==> src/rtl/hyperbus_pkg.sv <==
// Shared types for the HyperBus transmit path.
// Phase encoding, CA beat layout and write word bundle.
package hyperbus_pkg;

  localparam int CaWidth = 48;
  localparam int CaBeats = 3;

  typedef enum logic [2:0] {
    IDLE,
    CA,
    LAT,
    DATA,
    DONE
  } tx_state_e;

  typedef struct packed {
    logic [15:0] data;
    logic [1:0]  strb;
  } hyperbus_tx_word_t;

  // Byte pair for a CA beat, most significant pair first.
  function automatic logic [15:0] ca_pair(
    input logic [CaWidth-1:0] ca,
    input logic [1:0]         beat
  );
    logic [15:0] pair;
    unique case (beat)
      2'd0:    pair = ca[47:32];
      2'd1:    pair = ca[31:16];
      default: pair = ca[15:0];
    endcase
    return pair;
  endfunction

endpackage

==> src/rtl/hyperbus_tx_sequencer.sv <==
// HyperBus transmit sequencer: CA, write latency, then data burst.
// Emits registered DDR byte pairs for the PHY output converters.
module hyperbus_tx_sequencer
  import hyperbus_pkg::*;
#(
  parameter  int MaxLatency = 16,
  parameter  int BurstWidth = 16,
  localparam int LatWidth   = $clog2(MaxLatency + 1)
) (
  input  logic                  clk_i,
  input  logic                  rst_ni,
  input  logic                  trans_valid_i,
  output logic                  trans_ready_o,
  input  logic [CaWidth-1:0]    trans_ca_i,
  input  logic [BurstWidth-1:0] trans_burst_i,
  input  logic [LatWidth-1:0]   latency_i,
  input  logic                  tx_valid_i,
  output logic                  tx_ready_o,
  input  logic [15:0]           tx_data_i,
  input  logic [1:0]            tx_strb_i,
  output logic [7:0]            dq_d0_o,
  output logic [7:0]            dq_d1_o,
  output logic                  rwds_d0_o,
  output logic                  rwds_d1_o,
  output logic                  dq_oe_o,
  output logic                  rwds_oe_o,
  output logic                  clk_en_o,
  output logic                  busy_o,
  output logic                  done_o
);

  localparam logic [LatWidth-1:0] LatMax =
    LatWidth'(MaxLatency);
  localparam logic [1:0] LastBeat = 2'(CaBeats - 1);

  tx_state_e state_q, state_d;

  logic [CaWidth-1:0]    ca_q, ca_d;
  logic                  write_q, write_d;
  logic [LatWidth-1:0]   cnt_q, cnt_d;
  logic [LatWidth-1:0]   lat_sat;
  logic [BurstWidth-1:0] words_q, words_d;
  logic [1:0]            beat_q, beat_d;

  logic [7:0] d0_q, d0_d;
  logic [7:0] d1_q, d1_d;
  logic       r0_q, r0_d;
  logic       r1_q, r1_d;
  logic       dq_oe_q, dq_oe_d;
  logic       rwds_oe_q, rwds_oe_d;
  logic       clk_en_q, clk_en_d;
  logic       done_q, done_d;

  hyperbus_tx_word_t word;
  logic              accept;
  logic              fire;

  assign word          = '{data: tx_data_i, strb: tx_strb_i};
  assign trans_ready_o = rst_ni && (state_q == IDLE);
  assign tx_ready_o    = (state_q == DATA)
                      && (words_q != '0);
  assign accept        = trans_valid_i && trans_ready_o;
  assign fire          = tx_valid_i && tx_ready_o;
  assign lat_sat       = (latency_i > LatMax) ? LatMax
                                              : latency_i;

  // State names the phase whose pair is loaded for the next cycle.
  always_comb begin
    state_d   = state_q;
    ca_d      = ca_q;
    write_d   = write_q;
    cnt_d     = cnt_q;
    words_d   = words_q;
    beat_d    = beat_q;
    d0_d      = '0;
    d1_d      = '0;
    r0_d      = 1'b0;
    r1_d      = 1'b0;
    dq_oe_d   = 1'b0;
    rwds_oe_d = 1'b0;
    clk_en_d  = 1'b0;
    done_d    = 1'b0;

    unique case (state_q)
      IDLE: begin
        if (accept) begin
          ca_d         = trans_ca_i;
          write_d      = ~trans_ca_i[47];
          cnt_d        = lat_sat;
          words_d      = trans_burst_i;
          beat_d       = 2'd1;
          {d0_d, d1_d} = ca_pair(trans_ca_i, 2'd0);
          dq_oe_d      = 1'b1;
          clk_en_d     = 1'b1;
          state_d      = CA;
        end
      end
      CA: begin
        {d0_d, d1_d} = ca_pair(ca_q, beat_q);
        dq_oe_d      = 1'b1;
        clk_en_d     = 1'b1;
        beat_d       = beat_q + 2'd1;
        if (beat_q == LastBeat) begin
          beat_d = 2'd0;
          if (!write_q)
            state_d = DONE;
          else if (cnt_q != '0)
            state_d = LAT;
          else if (words_q != '0)
            state_d = DATA;
          else
            state_d = DONE;
        end
      end
      LAT: begin
        rwds_oe_d = 1'b1;
        clk_en_d  = 1'b1;
        cnt_d     = cnt_q - LatWidth'(1);
        if (cnt_q <= LatWidth'(1))
          state_d = (words_q != '0) ? DATA : DONE;
      end
      DATA: begin
        if (fire) begin
          {d0_d, d1_d} = word.data;
          r0_d         = ~word.strb[1];
          r1_d         = ~word.strb[0];
          dq_oe_d      = 1'b1;
          rwds_oe_d    = 1'b1;
          clk_en_d     = 1'b1;
          words_d      = words_q - BurstWidth'(1);
          if (words_q == BurstWidth'(1))
            state_d = DONE;
        end else begin
          // Underrun: stall the bus clock, keep the last pair.
          d0_d      = d0_q;
          d1_d      = d1_q;
          r0_d      = r0_q;
          r1_d      = r1_q;
          dq_oe_d   = dq_oe_q;
          rwds_oe_d = rwds_oe_q;
        end
      end
      DONE: begin
        done_d  = 1'b1;
        state_d = IDLE;
      end
      default: state_d = IDLE;
    endcase
  end

  always_ff @(posedge clk_i) begin
    if (!rst_ni) begin
      state_q   <= IDLE;
      ca_q      <= '0;
      write_q   <= 1'b0;
      cnt_q     <= '0;
      words_q   <= '0;
      beat_q    <= '0;
      d0_q      <= '0;
      d1_q      <= '0;
      r0_q      <= 1'b0;
      r1_q      <= 1'b0;
      dq_oe_q   <= 1'b0;
      rwds_oe_q <= 1'b0;
      clk_en_q  <= 1'b0;
      done_q    <= 1'b0;
    end else begin
      state_q   <= state_d;
      ca_q      <= ca_d;
      write_q   <= write_d;
      cnt_q     <= cnt_d;
      words_q   <= words_d;
      beat_q    <= beat_d;
      d0_q      <= d0_d;
      d1_q      <= d1_d;
      r0_q      <= r0_d;
      r1_q      <= r1_d;
      dq_oe_q   <= dq_oe_d;
      rwds_oe_q <= rwds_oe_d;
      clk_en_q  <= clk_en_d;
      done_q    <= done_d;
    end
  end

  assign dq_d0_o   = d0_q;
  assign dq_d1_o   = d1_q;
  assign rwds_d0_o = r0_q;
  assign rwds_d1_o = r1_q;
  assign dq_oe_o   = dq_oe_q;
  assign rwds_oe_o = rwds_oe_q;
  assign clk_en_o  = clk_en_q;
  assign done_o    = done_q;
  assign busy_o    = (state_q != IDLE);

endmodule

==> config.mk <==
export PLATFORM = sky130hd
export DESIGN_NAME = hyperbus_tx_sequencer
export DESIGN_NICKNAME = d
export VERILOG_FILES = /design/src/rtl/hyperbus_pkg.sv /design/src/rtl/hyperbus_tx_sequencer.sv
export SDC_FILE = /design/constraint.sdc
export NUM_CORES = 1
export LEC_CHECK = 0
export BUFFER_PORTS_ARGS = -buffer_cell sky130_fd_sc_hd__buf_2
export CAP_MARGIN = 20
export CORE_MARGIN = 4
export CORE_UTILIZATION = 30
export DETAILED_ROUTE_END_ITERATION = 16
export PLACE_DENSITY = 0.48
export SYNTH_ARGS = -nofsm -noshare
export SYNTH_HDL_FRONTEND = slang
export SYNTH_SLANG_ARGS = --single-unit
export TNS_END_PERCENT = 5
==> constraint.sdc <==
create_clock -name clk_i -period 2.61 [get_ports clk_i]
set_clock_uncertainty 0.05 [all_clocks]
set_input_delay 0.261 -clock clk_i [delete_from_list [all_inputs] [get_ports clk_i]]
set_output_delay 0.261 -clock clk_i [all_outputs]
set_load 0.1 [all_outputs]
==> load_flow_metrics.sql, run 1 <==
INSERT INTO impl_metrics (metric_group, metric, value, unit) VALUES
('yosys', 'sequential_cell_area_fraction_in_the_yosys_report', '41.0', '%'),
('layout', 'syn_to_final_growth', '23.3', '%'),
('clock_network', 'cts_resized', '0', ''),
('floorplanning', 'chipWidth', '134', 'um'),
('yosys', 'synth-edff-count', '0', ''),
('yosys', 'synth_async_sr_flop_share', '0', '%'),
('timing', 'worst_slew_margin_rel', '45.6', '%'),
('worst_setup_path', 'worstSetupStartpoint', 'words_q[0]', ''),
('pwr', 'total_leakage_power', '2.34', 'nW'),
('layout', 'ff_latch_area', '1940', 'um^2'),
('yosys', 'post_synth.cell_area_avg', '7.82', 'um^2'),
('pwr', 'net_switching_share_of_the_total_power', '43.5', '%'),
('layout', 'mostFrequentLayoutCell', 'sky130_fd_sc_hd__nand2_1', ''),
('min_path', 'worstHoldEndpoint', 'rwds_d1_o', ''),
('timing', 'post_route_setup_tns', '0', 'ns'),
('timing', 'final.hold.worst_slack', '0.0380', 'ns'),
('clock_network', 'clock_insertion_delay_worst_skew', '0.35', 'ns'),
('timing', 'min_period_over_period', '92.5', '%'),
('floorplanning', 'ioPinCount', '116', ''),
('worst_setup_path', 'startpoint_of_the_most_critical_register_to_register_path', 'words_q[0]', ''),
('layout', 'final_nets', '797', ''),
('worst_setup_path', 'ff2ff_setup_slack', '0.24', 'ns'),
('global_routing', 'grt_max_degree', '54', ''),
('worst_setup_path', 'worstPathArrival', '2.10', 'ns'),
('routing', 'drtIter0Drc', '557', ''),
('global_routing', 'globalRoute.totalOverflow', '0', ''),
('yosys', 'postSynthNetCount', '701', ''),
('layout', 'most_used_cells_in_the_layout_excluding_fill_and_tap_cells', 'sky130_fd_sc_hd__nand2_1 (144), sky130_fd_sc_hd__buf_2 (114), sky130_fd_sc_hd__dfxtp_1 (97)', ''),
('floorplanning', 'die_area', '17800', 'um^2'),
('layout', 'multiInputGateArea', '2560', 'um^2'),
('floorplanning', 'die-height', '134', 'um'),
('clock_network', 'cts_clk_pin_slew_worst_paths', '0.06', 'ns'),
('clock_network', 'post_cts.repair.setup_buffers', '0', ''),
('worst_setup_path', 'worst-path-max-fanout', '6', ''),
('worst_setup_path', 'cp_data_required_time', '2.30', 'ns'),
('layout', 'layout-drive-gt1-share', '22.6', '%'),
('timing', 'setup_viol', '0', ''),
('layout', 'fin_area', '5830', 'um^2'),
('clock_network', 'clock_buffer_depth', '2', ''),
('global_routing', 'grt_pass1_vias', '4770', ''),
('yosys', 'yosys_warnings', '0', ''),
('timing', 'report.final.slew_viol_count', '0', ''),
('yosys', 'synth_top_cell_by_area', 'sky130_fd_sc_hd__dfxtp_1', ''),
('pwr', 'internal-power', '0.00329', 'W'),
('global_routing', 'antenna_found_initial', '1', ''),
('pwr', 'power.share.combinational', '42.3', '%'),
('clock_network', 'clock_sink_count', '97', ''),
('routing', 'drt_wl_total', '15300', 'um'),
('min_path', 'worstHoldStart', 'tx_strb_i[0]', ''),
('min_path', 'type_of_the_tightest_min_delay_check', 'input port to flop', ''),
('min_path', 'min_delay_path_depth', '2', ''),
('yosys', 'synth.distinct_cells', '58', ''),
('routing', 'post_drt_wl_per_cell', '16.7', 'um'),
('timing', 'post-route-min-period', '2.41', 'ns'),
('timing', 'final_hold_viol_count', '0', ''),
('routing', 'via_per_inst', '5.17', ''),
('floorplanning', 'coreArea', '15300', 'um^2'),
('layout', 'final.fill_count', '1638', ''),
('pwr', 'irDropWorstVdd', '0.362', 'mV'),
('yosys', 'netlist_area', '4730', 'um^2'),
('floorplanning', 'start_util', '30.9', '%'),
('routing', 'dr_total_vias', '4740', ''),
('pwr', 'pwr_density_cell', '997', 'nW/um^2'),
('outcome', 'outcome', 'finished, final reports clean', ''),
('routing', 'drt.antenna.violating_nets', '0', ''),
('global_routing', 'grt_use_total', '17.3', '%'),
('global_routing', 'global_route_wire_length_before_repair', '24700', 'um'),
('routing', 'drc', '0', ''),
('clock_network', 'cts_hold_buf', '0', ''),
('yosys', 'synth_top_flop_cell', 'sky130_fd_sc_hd__dfxtp_1', ''),
('worst_setup_path', 'critPathKind', 'flop to primary output', '');
## worst max-delay path by stage
stage / end / depth (start not counted)
after floorplan: tx_ready_o / 5
final: tx_ready_o / 6
after global routing: tx_ready_o / 6
after CTS: dq_d0_o[4] / 7
after global placement: dq_d0_o[3] / 7
after detailed placement: dq_d0_o[4] / 7
## kinds of logic (layout without fill, tap and decap cells)
kind of cell	Yosys count	count (layout)	synth area share [%]
and+or+nand+nor	244	244	22.9
AOI/OAI and AO/OA	185	185	25.8
DFF	97	97	41.0
buffers and inverters	56	156	5.13
muxes	17	17	3.60
adders and majority gates	5	5	1.32
xor gates and xnor gates	1	1	0.185
other	0	1	0
## state kept, by name, summed over array words and instances, names as in the netlist, 2 cells and up
register and count:
state_q 3, dq_d0_o 8, dq_d1_o 8, ca_q 48, words_q 16, beat_q 2
cnt_q 5
## metrics by stage
stage | setup slack (ns) | util (%) | cells
floorplan | 0.347 | - | 605
global placement | 0.244 | 36.1 | 900
detailed placement | 0.138 | 36.1 | 900
CTS | 0.116 | 38.0 | 915
global route | 0.0204 | 38.1 | 916
finish | 0.197 | 38.1 | 917
## cell usage after synthesis, types with 3 or more instances
library cell	n
sky130_fd_sc_hd__a32o_1	17
sky130_fd_sc_hd__o21a_1	3
sky130_fd_sc_hd__a21oi_1	42
sky130_fd_sc_hd__mux2i_1	17
sky130_fd_sc_hd__inv_1	6
sky130_fd_sc_hd__clkbuf_1	28
sky130_fd_sc_hd__ha_1	5
sky130_fd_sc_hd__a222oi_1	16
sky130_fd_sc_hd__nand2b_1	4
sky130_fd_sc_hd__nor4_1	6
sky130_fd_sc_hd__dfxtp_1	97
sky130_fd_sc_hd__o31ai_1	4
sky130_fd_sc_hd__a211oi_1	5
sky130_fd_sc_hd__o21ai_0	62
sky130_fd_sc_hd__nor2_1	45
sky130_fd_sc_hd__o21ai_1	10
sky130_fd_sc_hd__buf_2	17
sky130_fd_sc_hd__nor2b_1	4
sky130_fd_sc_hd__and3_1	6
sky130_fd_sc_hd__and2_1	3
sky130_fd_sc_hd__nor3_1	14
sky130_fd_sc_hd__nand2_1	144
sky130_fd_sc_hd__nand3b_1	3
sky130_fd_sc_hd__nand3_1	6
## routing by layer
layer | vias to the layer above | track usage, % | wire length [um]
met5 | - | 0 | 7
met4 | 2 | 5.14 | 231
met3 | 18 | 5.25 | 1000
met2 | 155 | 28.2 | 7190
met1 | 2206 | 21.9 | 6860
li1 | 2359 | - | -
## power groups by stage
stage	Clock [W]	Sequential [W]	Combinational, W
finish	0.00135	0.00201	0.00246
global route	0.00144	0.00206	0.00269
CTS	0.00139	0.00201	0.00246
detailed placement	0	0.00204	0.00246
global placement	0	0.00204	0.00243
floorplan	0	0.00234	0.00151
## area by class of cell
cell class | instances | area share (%)
Multi-Input combinational cell | 452 | 43.9
Sequential cell | 97 | 33.3
Timing Repair Buffer | 134 | 12.8
Tap cell | 211 | 4.52
Clock buffer | 10 | 3.92
Clock inverter | 5 | 1.09
Inverter | 7 | 0.450
Antenna cell | 1 | 0.0429
## critical path, stage by stage (launching register included)
cell	delay, ns
sky130_fd_sc_hd__dfxtp_1	0.34
sky130_fd_sc_hd__inv_1	0.13
sky130_fd_sc_hd__ha_1	0.27
sky130_fd_sc_hd__nor3b_2	0.33
sky130_fd_sc_hd__nand4_2	0.23
sky130_fd_sc_hd__and2_1	0.28
sky130_fd_sc_hd__buf_12	0.18
No activity file was read; power rests on OpenSTA's default activity.
==> inputs of run 2 (changes only) <==
--- a/config.mk
+++ b/config.mk
@@ -5,12 +5,14 @@
 export SDC_FILE = /design/constraint.sdc
 export NUM_CORES = 1
 export LEC_CHECK = 0
+export ABC_AREA = 1
 export BUFFER_PORTS_ARGS = -buffer_cell sky130_fd_sc_hd__buf_2
 export CAP_MARGIN = 20
 export CORE_MARGIN = 4
-export CORE_UTILIZATION = 30
+export CORE_UTILIZATION = 40
+export CTS_CLUSTER_DIAMETER = 50
 export DETAILED_ROUTE_END_ITERATION = 16
-export PLACE_DENSITY = 0.48
+export PLACE_DENSITY = 0.6
 export SYNTH_ARGS = -nofsm -noshare
 export SYNTH_HDL_FRONTEND = slang
 export SYNTH_SLANG_ARGS = --single-unit
==> run 2 against run 1 <==
Effect of this change: utilization grew 10 points; routed wire length shrank 8.9%; combinational power grew 2%; total power shrank 1.6%; largest power group unchanged; largest cell class unchanged; synthesized cell count grew 21%.
==> load_flow_metrics.sql, run 2 <==
INSERT INTO impl_metrics (metric_group, metric, value, unit) VALUES
('global_routing', 'gr-usage-met2', '33.7', '%'),
('timing', 'worstMarginPinSlew', '0.781', 'ns'),
('routing', 'drc', '0', ''),
('timing', 'report.final.slew_viol_count', '0', ''),
('layout', 'largest_register', 'ca_q', ''),
('outcome', 'outcome', 'finished, final reports clean', ''),
('layout', 'layout-drive-gt1-share', '22.1', '%'),
('clock_network', 'clock_sink_count', '97', ''),
('layout', 'syn_to_final_growth', '19.3', '%'),
('yosys', 'synth_common_cells', 'sky130_fd_sc_hd__nand2_1 (286), sky130_fd_sc_hd__dfxtp_1 (97), sky130_fd_sc_hd__nand3_1 (86)', ''),
('routing', 'post_drt_wl_per_cell', '14.3', 'um'),
('pwr', 'pwr_density_cell', '986', 'nW/um^2'),
('yosys', 'synth_top_cell_by_area', 'sky130_fd_sc_hd__dfxtp_1', ''),
('clock_network', 'clockRootBuffer', 'sky130_fd_sc_hd__clkbuf_16', ''),
('flow_run', 'drv.max_cap_violation_count', '0', ''),
('worst_setup_path', 'worst-path-max-fanout', '6', ''),
('yosys', 'ys_top_cells_by_area', 'sky130_fd_sc_hd__dfxtp_1 (40%), sky130_fd_sc_hd__nand2_1 (22%), sky130_fd_sc_hd__nand3_1 (8.8%)', ''),
('yosys', 'synth_async_sr_flop_share', '0', '%'),
('clock_network', 'clock_buffer_depth', '2', ''),
('layout', 'largest_register_ffs', '48', ''),
('global_routing', 'gr-usage-met1', '25.9', '%'),
('yosys', 'synth.distinct_cells', '36', ''),
('worst_setup_path', 'critPathKind', 'flop to primary output', ''),
('clock_network', 'cts_resized', '0', ''),
('yosys', 'synth-edff-count', '0', ''),
('clock_network', 'cts_tree', 'built', ''),
('layout', 'post-route-util', '48.5', '%'),
('clock_network', 'cts_hold_buf', '0', ''),
('worst_setup_path', 'worstPathArrival', '1.80', 'ns'),
('yosys', 'sequential_cell_area_fraction_in_the_yosys_report', '39.9', '%'),
('layout', 'fin_area', '5810', 'um^2'),
('floorplanning', 'coreArea', '12000', 'um^2'),
('clock_network', 'clock_insertion_delay_worst_skew', '0.34', 'ns'),
('pwr', 'total_leakage_power', '2.73', 'nW'),
('clock_network', 'cts.htree.levels', '3', ''),
('pwr', 'irDropWorstVdd', '0.341', 'mV'),
('timing', 'worst_slew_margin_rel', '47.9', '%'),
('routing', 'drt_wl_total', '13900', 'um'),
('yosys', 'yosys_warnings', '0', ''),
('routing', 'drtIter0Drc', '236', ''),
('yosys', 'synth_top_flop_cell', 'sky130_fd_sc_hd__dfxtp_1', ''),
('timing', 'setup_viol', '0', ''),
('worst_setup_path', 'worstSetupStartpointType', 'flop', ''),
('timing', 'min_period_over_period', '81.0', '%'),
('worst_setup_path', 'worstSetupEndpointType', 'primary output', ''),
('layout', 'largest_registers', 'ca_q (48), words_q (16)', ''),
('global_routing', 'grt_use_total', '20.1', '%'),
('worst_setup_path', 'crit_path_cell_trace', 'inv_1 > ha_1 > nand2_4 > nor2_8 > a21oi_1 > buf_12', ''),
('global_routing', 'globalRoute.busiestLayer', 'met2', ''),
('global_routing', 'grt_pass1_vias', '4834', ''),
('worst_setup_path', 'critical_path.top_delay_family', 'flip-flops', ''),
('routing', 'dr_total_vias', '4995', ''),
('worst_setup_path', 'worst_path_max_delay_cell', 'sky130_fd_sc_hd__dfxtp_1', ''),
('routing', 'drt_first_pass_iters', '4', ''),
('routing', 'drt.antenna.violating_nets', '0', ''),
('placement', 'dp_slack', '0.564', 'ns'),
('floorplanning', 'core.rowCount', '40', ''),
('yosys', 'ys_ff_latch', '97', ''),
('layout', 'final_nets', '924', ''),
('yosys', 'netlist_area', '4870', 'um^2'),
('placement', 'place_congestion', '0.890', ''),
('yosys', 'post_synth.cell_area_avg', '6.67', 'um^2'),
('global_routing', 'antenna_found_initial', '0', ''),
('layout', 'mostFrequentLayoutCell', 'sky130_fd_sc_hd__nand2_1', ''),
('timing', 'post-route-min-period', '2.11', 'ns'),
('placement', 'port-buffer-count', '115', ''),
('floorplanning', 'die-height', '118', 'um'),
('layout', 'most_used_cells_in_the_layout_excluding_fill_and_tap_cells', 'sky130_fd_sc_hd__nand2_1 (286), sky130_fd_sc_hd__buf_2 (113), sky130_fd_sc_hd__dfxtp_1 (97)', ''),
('clock_network', 'cts_buffers', '9', ''),
('routing', 'via_per_inst', '5.12', ''),
('timing', 'grt_setup_unrepaired', 'false', ''),
('yosys', 'postSynthNetCount', '826', ''),
('layout', 'insertedDiodeCount', '0', ''),
('timing', 'setup_ws', '0.496', 'ns'),
('yosys', 'postSynthCellCount', '730', ''),
('yosys', 'synth_top_area_share', '39.9', '%'),
('floorplanning', 'chipWidth', '118', 'um'),
('floorplanning', 'die_area', '14000', 'um^2'),
('floorplanning', 'ioPinCount', '116', ''),
('yosys', 'synth.most_common_cell', 'sky130_fd_sc_hd__nand2_1', ''),
('timing', 'final_hold_viol_count', '0', ''),
('placement', 'placed_instance_area', '5550', 'um^2'),
('worst_setup_path', 'cp_num_buf_inv', '2', ''),
('global_routing', 'global_route_wire_length_before_repair', '22900', 'um'),
('worst_setup_path', 'delay_of_the_slowest_critical_path_stage', '0.42', 'ns'),
('timing', 'max_clock_freq', '0.473', 'GHz'),
('clock_network', 'cts_clk_pin_slew_worst_paths', '0.06', 'ns'),
('min_path', 'type_of_the_tightest_min_delay_check', 'input port to flop', ''),
('global_routing', 'groute.layer.met3.usage', '3.54', '%'),
('floorplanning', 'start_util', '40.7', '%'),
('clock_network', 'post_cts.repair.setup_buffers', '0', ''),
('placement', 'place.detailed.hpwl', '10100', 'um'),
('global_routing', 'grt_max_degree', '51', ''),
('worst_setup_path', 'cp_data_required_time', '2.30', 'ns'),
('global_routing', 'globalRoute.totalOverflow', '0', ''),
('pwr', 'fin_total_pwr', '0.00573', 'W');
[run 2: changes by cell type after synthesis, moves of 7 or more]
cell	before	now
sky130_fd_sc_hd__nand2_2	0	11
sky130_fd_sc_hd__a222oi_1	16	0
sky130_fd_sc_hd__o21ai_0	62	26
sky130_fd_sc_hd__o21ai_1	10	0
sky130_fd_sc_hd__mux2i_1	17	2
sky130_fd_sc_hd__nand3_1	6	86
sky130_fd_sc_hd__nand2_1	144	286
sky130_fd_sc_hd__nor3_1	14	7
sky130_fd_sc_hd__inv_1	6	26
sky130_fd_sc_hd__a32o_1	17	0
sky130_fd_sc_hd__clkbuf_1	28	21
sky130_fd_sc_hd__a21oi_2	0	10
[run 2: area by class of cell]
cell class                 instances  area (um^2)
clock buffer                      11          253
clock inverter                     1         5.00
fill                            1261         6150
inverter                          31          116
multi-input combinational        564         2630
sequential                        97         1940
tap                              147          184
timing repair buffer             125          681
[run 2: where the power goes]
part | total [W] | internal, W | switching, W
registers | 0.00202 | 0.00178 | 0.000239
clock network | 0.00120 | 0.000675 | 0.000530
logic | 0.00250 | 0.000710 | 0.00179
[run 2: final timing paths]
| kind | from | endpoint | slack [ns] | depth (start not counted) |
|---|---|---|---|---|
| max | words_q[0] | tx_ready_o | 0.50 | 6 |
| min | trans_ca_i[10] | ca_q[10] | 0.06 | 3 |
| max reg2reg | beat_q[1] | dq_d0_o[7] | 0.57 | 7 |
| min reg2reg | ca_q[12] | ca_q[12] | 0.41 | 2 |
[run 2: tightest hold or removal path: cells and delay by family]
kind | cells | cell delay (ns)
AND/OR/NAND/NOR | 2 | 0.09
buffers and inverters | 1 | 0.07
[run 2: per-layer routing]
metal	up-vias	wire length (um)
li1	2544	-
met4	0	267
met3	21	689
met5	-	0
met1	2311	6390
met2	119	6580
[run 2: cells by family after synthesis]
group                      share of synthesized area (%)
xor gates and xnor gates                           0.540
adders and majority gates                           1.29
buffers and inverters                               6.17
AOI/OAI and AO/OA                                   10.6
and+or+nand+nor                                     41.1
DFF                                                 39.9
muxes                                              0.411
[run 2: per-stage QoR]
stage / hold slack [ns] / cells / TNS, ns
final: 0.0599 / 976 / 0
after detailed placement: 0.407 / 964 / 0
after global placement: 0.402 / 964 / 0
after global routing: 0.0629 / 976 / 0
after floorplan: 0.301 / 730 / -0.140
after CTS: 0.0507 / 976 / 0
==> inputs of run 3 (changes only) <==
==> constraint.sdc (replaced) <==
create_clock -name clk_i -period 2 [get_ports clk_i]
set_clock_uncertainty 0.05 [all_clocks]
set_input_delay 0.2 -clock clk_i [delete_from_list [all_inputs] [get_ports clk_i]]
set_output_delay 0.2 -clock clk_i [all_outputs]
set_load 0.1 [all_outputs]
==> run 3 against run 2 <==
Effect of this change: routed wire length rose by 1.5%; worst hold slack got worse by 0.044 ns; combinational power rose by 36%; die area did not move; largest power group unchanged; highest routed layer unchanged.
==> load_flow_metrics.sql, run 3 (synthesized netlist as in run 2, its figures left out) <==
INSERT INTO impl_metrics (metric_group, metric, value, unit) VALUES
('floorplanning', 'die_area', '14000', 'um^2'),
('floorplanning', 'core.rowCount', '40', ''),
('worst_setup_path', 'worstSetupEndpointType', 'primary output', ''),
('timing', 'worstMarginPinSlew', '0.792', 'ns'),
('layout', 'final.fill_count', '1178', ''),
('routing', 'dr_total_vias', '4973', ''),
('global_routing', 'grt_use_total', '20.3', '%'),
('placement', 'place_congestion', '0.857', ''),
('timing', 'final_hold_viol_count', '0', ''),
('layout', 'most_used_cells_in_the_layout_excluding_fill_and_tap_cells', 'sky130_fd_sc_hd__nand2_1 (285), sky130_fd_sc_hd__buf_2 (113), sky130_fd_sc_hd__dfxtp_1 (96)', ''),
('layout', 'layout-drive-gt1-share', '22.5', '%'),
('worst_setup_path', 'cp_data_required_time', '1.75', 'ns'),
('timing', 'worst_slew_margin_rel', '47.1', '%'),
('floorplanning', 'die-height', '118', 'um'),
('routing', 'drtIter0Drc', '323', ''),
('placement', 'place.detailed.hpwl', '9860', 'um'),
('outcome', 'outcome', 'finished, final reports clean', ''),
('worst_setup_path', 'worstSetupStartpointType', 'flop', ''),
('floorplanning', 'ioPinCount', '116', ''),
('clock_network', 'cts_clk_pin_slew_worst_paths', '0.07', 'ns'),
('routing', 'drt.antenna.violating_nets', '0', ''),
('global_routing', 'grt_pass1_vias', '4840', ''),
('routing', 'drt_wl_total', '14100', 'um'),
('layout', 'largest_registers', 'ca_q (48), words_q (16)', ''),
('timing', 'report.final.slew_viol_count', '0', ''),
('layout', 'largest_register_ffs', '48', ''),
('global_routing', 'global_route_wire_length_before_repair', '23300', 'um'),
('timing', 'setup_ws', '0.0917', 'ns'),
('min_path', 'type_of_the_tightest_min_delay_check', 'input port to flop', ''),
('clock_network', 'post_cts.repair.setup_buffers', '0', ''),
('layout', 'insertedDiodeCount', '0', ''),
('worst_setup_path', 'worstPathArrival', '1.66', 'ns'),
('layout', 'mostFrequentLayoutCell', 'sky130_fd_sc_hd__nand2_1', ''),
('routing', 'drc', '0', ''),
('pwr', 'total_leakage_power', '2.88', 'nW'),
('layout', 'final_nets', '954', ''),
('routing', 'post_drt_wl_per_cell', '14.0', 'um'),
('timing', 'grt_setup_unrepaired', 'true', ''),
('timing', 'post-route-min-period', '1.91', 'ns'),
('worst_setup_path', 'delay_of_the_slowest_critical_path_stage', '0.35', 'ns'),
('worst_setup_path', 'critPathKind', 'flop to primary output', ''),
('floorplanning', 'start_util', '40.7', '%'),
('global_routing', 'grt_max_degree', '51', ''),
('flow_run', 'drv.max_cap_violation_count', '0', ''),
('timing', 'post_route_setup_tns', '0', 'ns'),
('clock_network', 'clock_buffer_depth', '2', ''),
('floorplanning', 'chipWidth', '118', 'um'),
('timing', 'setup_viol', '0', ''),
('worst_setup_path', 'crit_path_cell_trace', 'inv_1 > nand2_1 > nor2_4 > inv_4 > a21oi_2 > buf_12', ''),
('clock_network', 'cts_buffers', '9', ''),
('worst_setup_path', 'worst_path_max_delay_cell', 'sky130_fd_sc_hd__dfxtp_1', ''),
('global_routing', 'antenna_found_initial', '0', ''),
('floorplanning', 'coreArea', '12000', 'um^2'),
('layout', 'post-route-util', '51.5', '%'),
('pwr', 'pwr_density_cell', '1250', 'nW/um^2'),
('layout', 'largest_register', 'ca_q', ''),
('worst_setup_path', 'cp_num_buf_inv', '3', ''),
('clock_network', 'clock_insertion_delay_worst_skew', '0.35', 'ns'),
('global_routing', 'globalRoute.totalOverflow', '0', ''),
('layout', 'syn_to_final_growth', '26.6', '%'),
('placement', 'port-buffer-count', '115', ''),
('placement', 'dp_slack', '0.100', 'ns'),
('worst_setup_path', 'critical_path.top_delay_family', 'buffers and inverters', ''),
('clock_network', 'clockRootBuffer', 'sky130_fd_sc_hd__clkbuf_16', ''),
('timing', 'min_period_over_period', '95.4', '%'),
('routing', 'drt_first_pass_iters', '5', ''),
('worst_setup_path', 'worst-path-max-fanout', '16', ''),
('clock_network', 'cts_tree', 'built', ''),
('clock_network', 'cts.htree.levels', '3', ''),
('timing', 'max_clock_freq', '0.524', 'GHz'),
('clock_network', 'clock_sink_count', '97', ''),
('routing', 'via_per_inst', '4.92', ''),
('pwr', 'irDropWorstVdd', '0.662', 'mV');
## run 3: cell count changes in the layout (fill, tap and decap cells not counted), moves of 2 or more
cell | before | now
sky130_fd_sc_hd__buf_4 | 10 | 14
sky130_fd_sc_hd__dlygate4sd3_1 | 0 | 25
sky130_fd_sc_hd__inv_2 | 5 | 2
sky130_fd_sc_hd__inv_4 | 0 | 2
sky130_fd_sc_hd__inv_6 | 0 | 3
sky130_fd_sc_hd__nor2_2 | 7 | 5
sky130_fd_sc_hd__nor2_4 | 1 | 3
## run 3: per-stage QoR
| step | instances | power [W] | area [um^2] | hold slack [ns] |
|---|---|---|---|---|
| final | 1010 | 0.00769 | 6160 | 0.0164 |
| after global routing | 1010 | 0.00823 | 6160 | 0.0214 |
| after CTS | 1009 | 0.00775 | 6140 | 0.000872 |
| after detailed placement | 969 | 0.00600 | 5620 | 0.348 |
| after global placement | 969 | 0.00595 | 5620 | 0.345 |
| after floorplan | 730 | 0.00521 | 4880 | 0.240 |
## run 3: worst paths after layout
| path | start | endpoint | slack [ns] | cells past startpoint |
|---|---|---|---|---|
| hold reg to reg | dq_d1_o[5] | dq_d1_o[5] | 0.41 | 2 |
| hold / removal | trans_ca_i[15] | ca_q[15] | 0.02 | 3 |
| setup reg to reg | words_q[0] | words_q[12] | 0.15 | 11 |
| setup / recovery | state_q[2] | tx_ready_o | 0.09 | 6 |
## run 3: layout make-up
class                   instances  area, um^2  share of cell area [%]
multi-input cells             564        2640                    42.9
clock inverters                 4        31.3                   0.508
clock buffers                  12         256                    4.16
repair buffers                155         981                    15.9
inverters                      31         123                    1.99
flip-flops and latches         97        1940                    31.5
well taps                     147         184                    2.99
## run 3: layer usage
layer | vias up | routed length [um] | global-route usage [%]
li1 | 2597 | - | -
met3 | 21 | 847 | 5.74
met4 | 0 | 228 | 5.57
met2 | 125 | 6560 | 32.9
met5 | - | 0 | 0
met1 | 2230 | 6500 | 26.3
## run 3: what timing repair did
item | CTS | global route
setup endpoints to repair | 0 | 47
resized for setup | 0 | 5
hold buffers | 24 | 1
endpoints found under the hold margin | 24 | 1
## run 3: power by group
group          internal (W)  switching (W)  total [W]
registers           0.00233       0.000293    0.00262
clock network      0.000924       0.000759    0.00168
logic              0.000991        0.00240    0.00339
## run 3: tightest hold or removal path, delay by kind of cell
family        cells  cell delay (ns)
buf+inv           1             0.08
simple gates      2             0.12
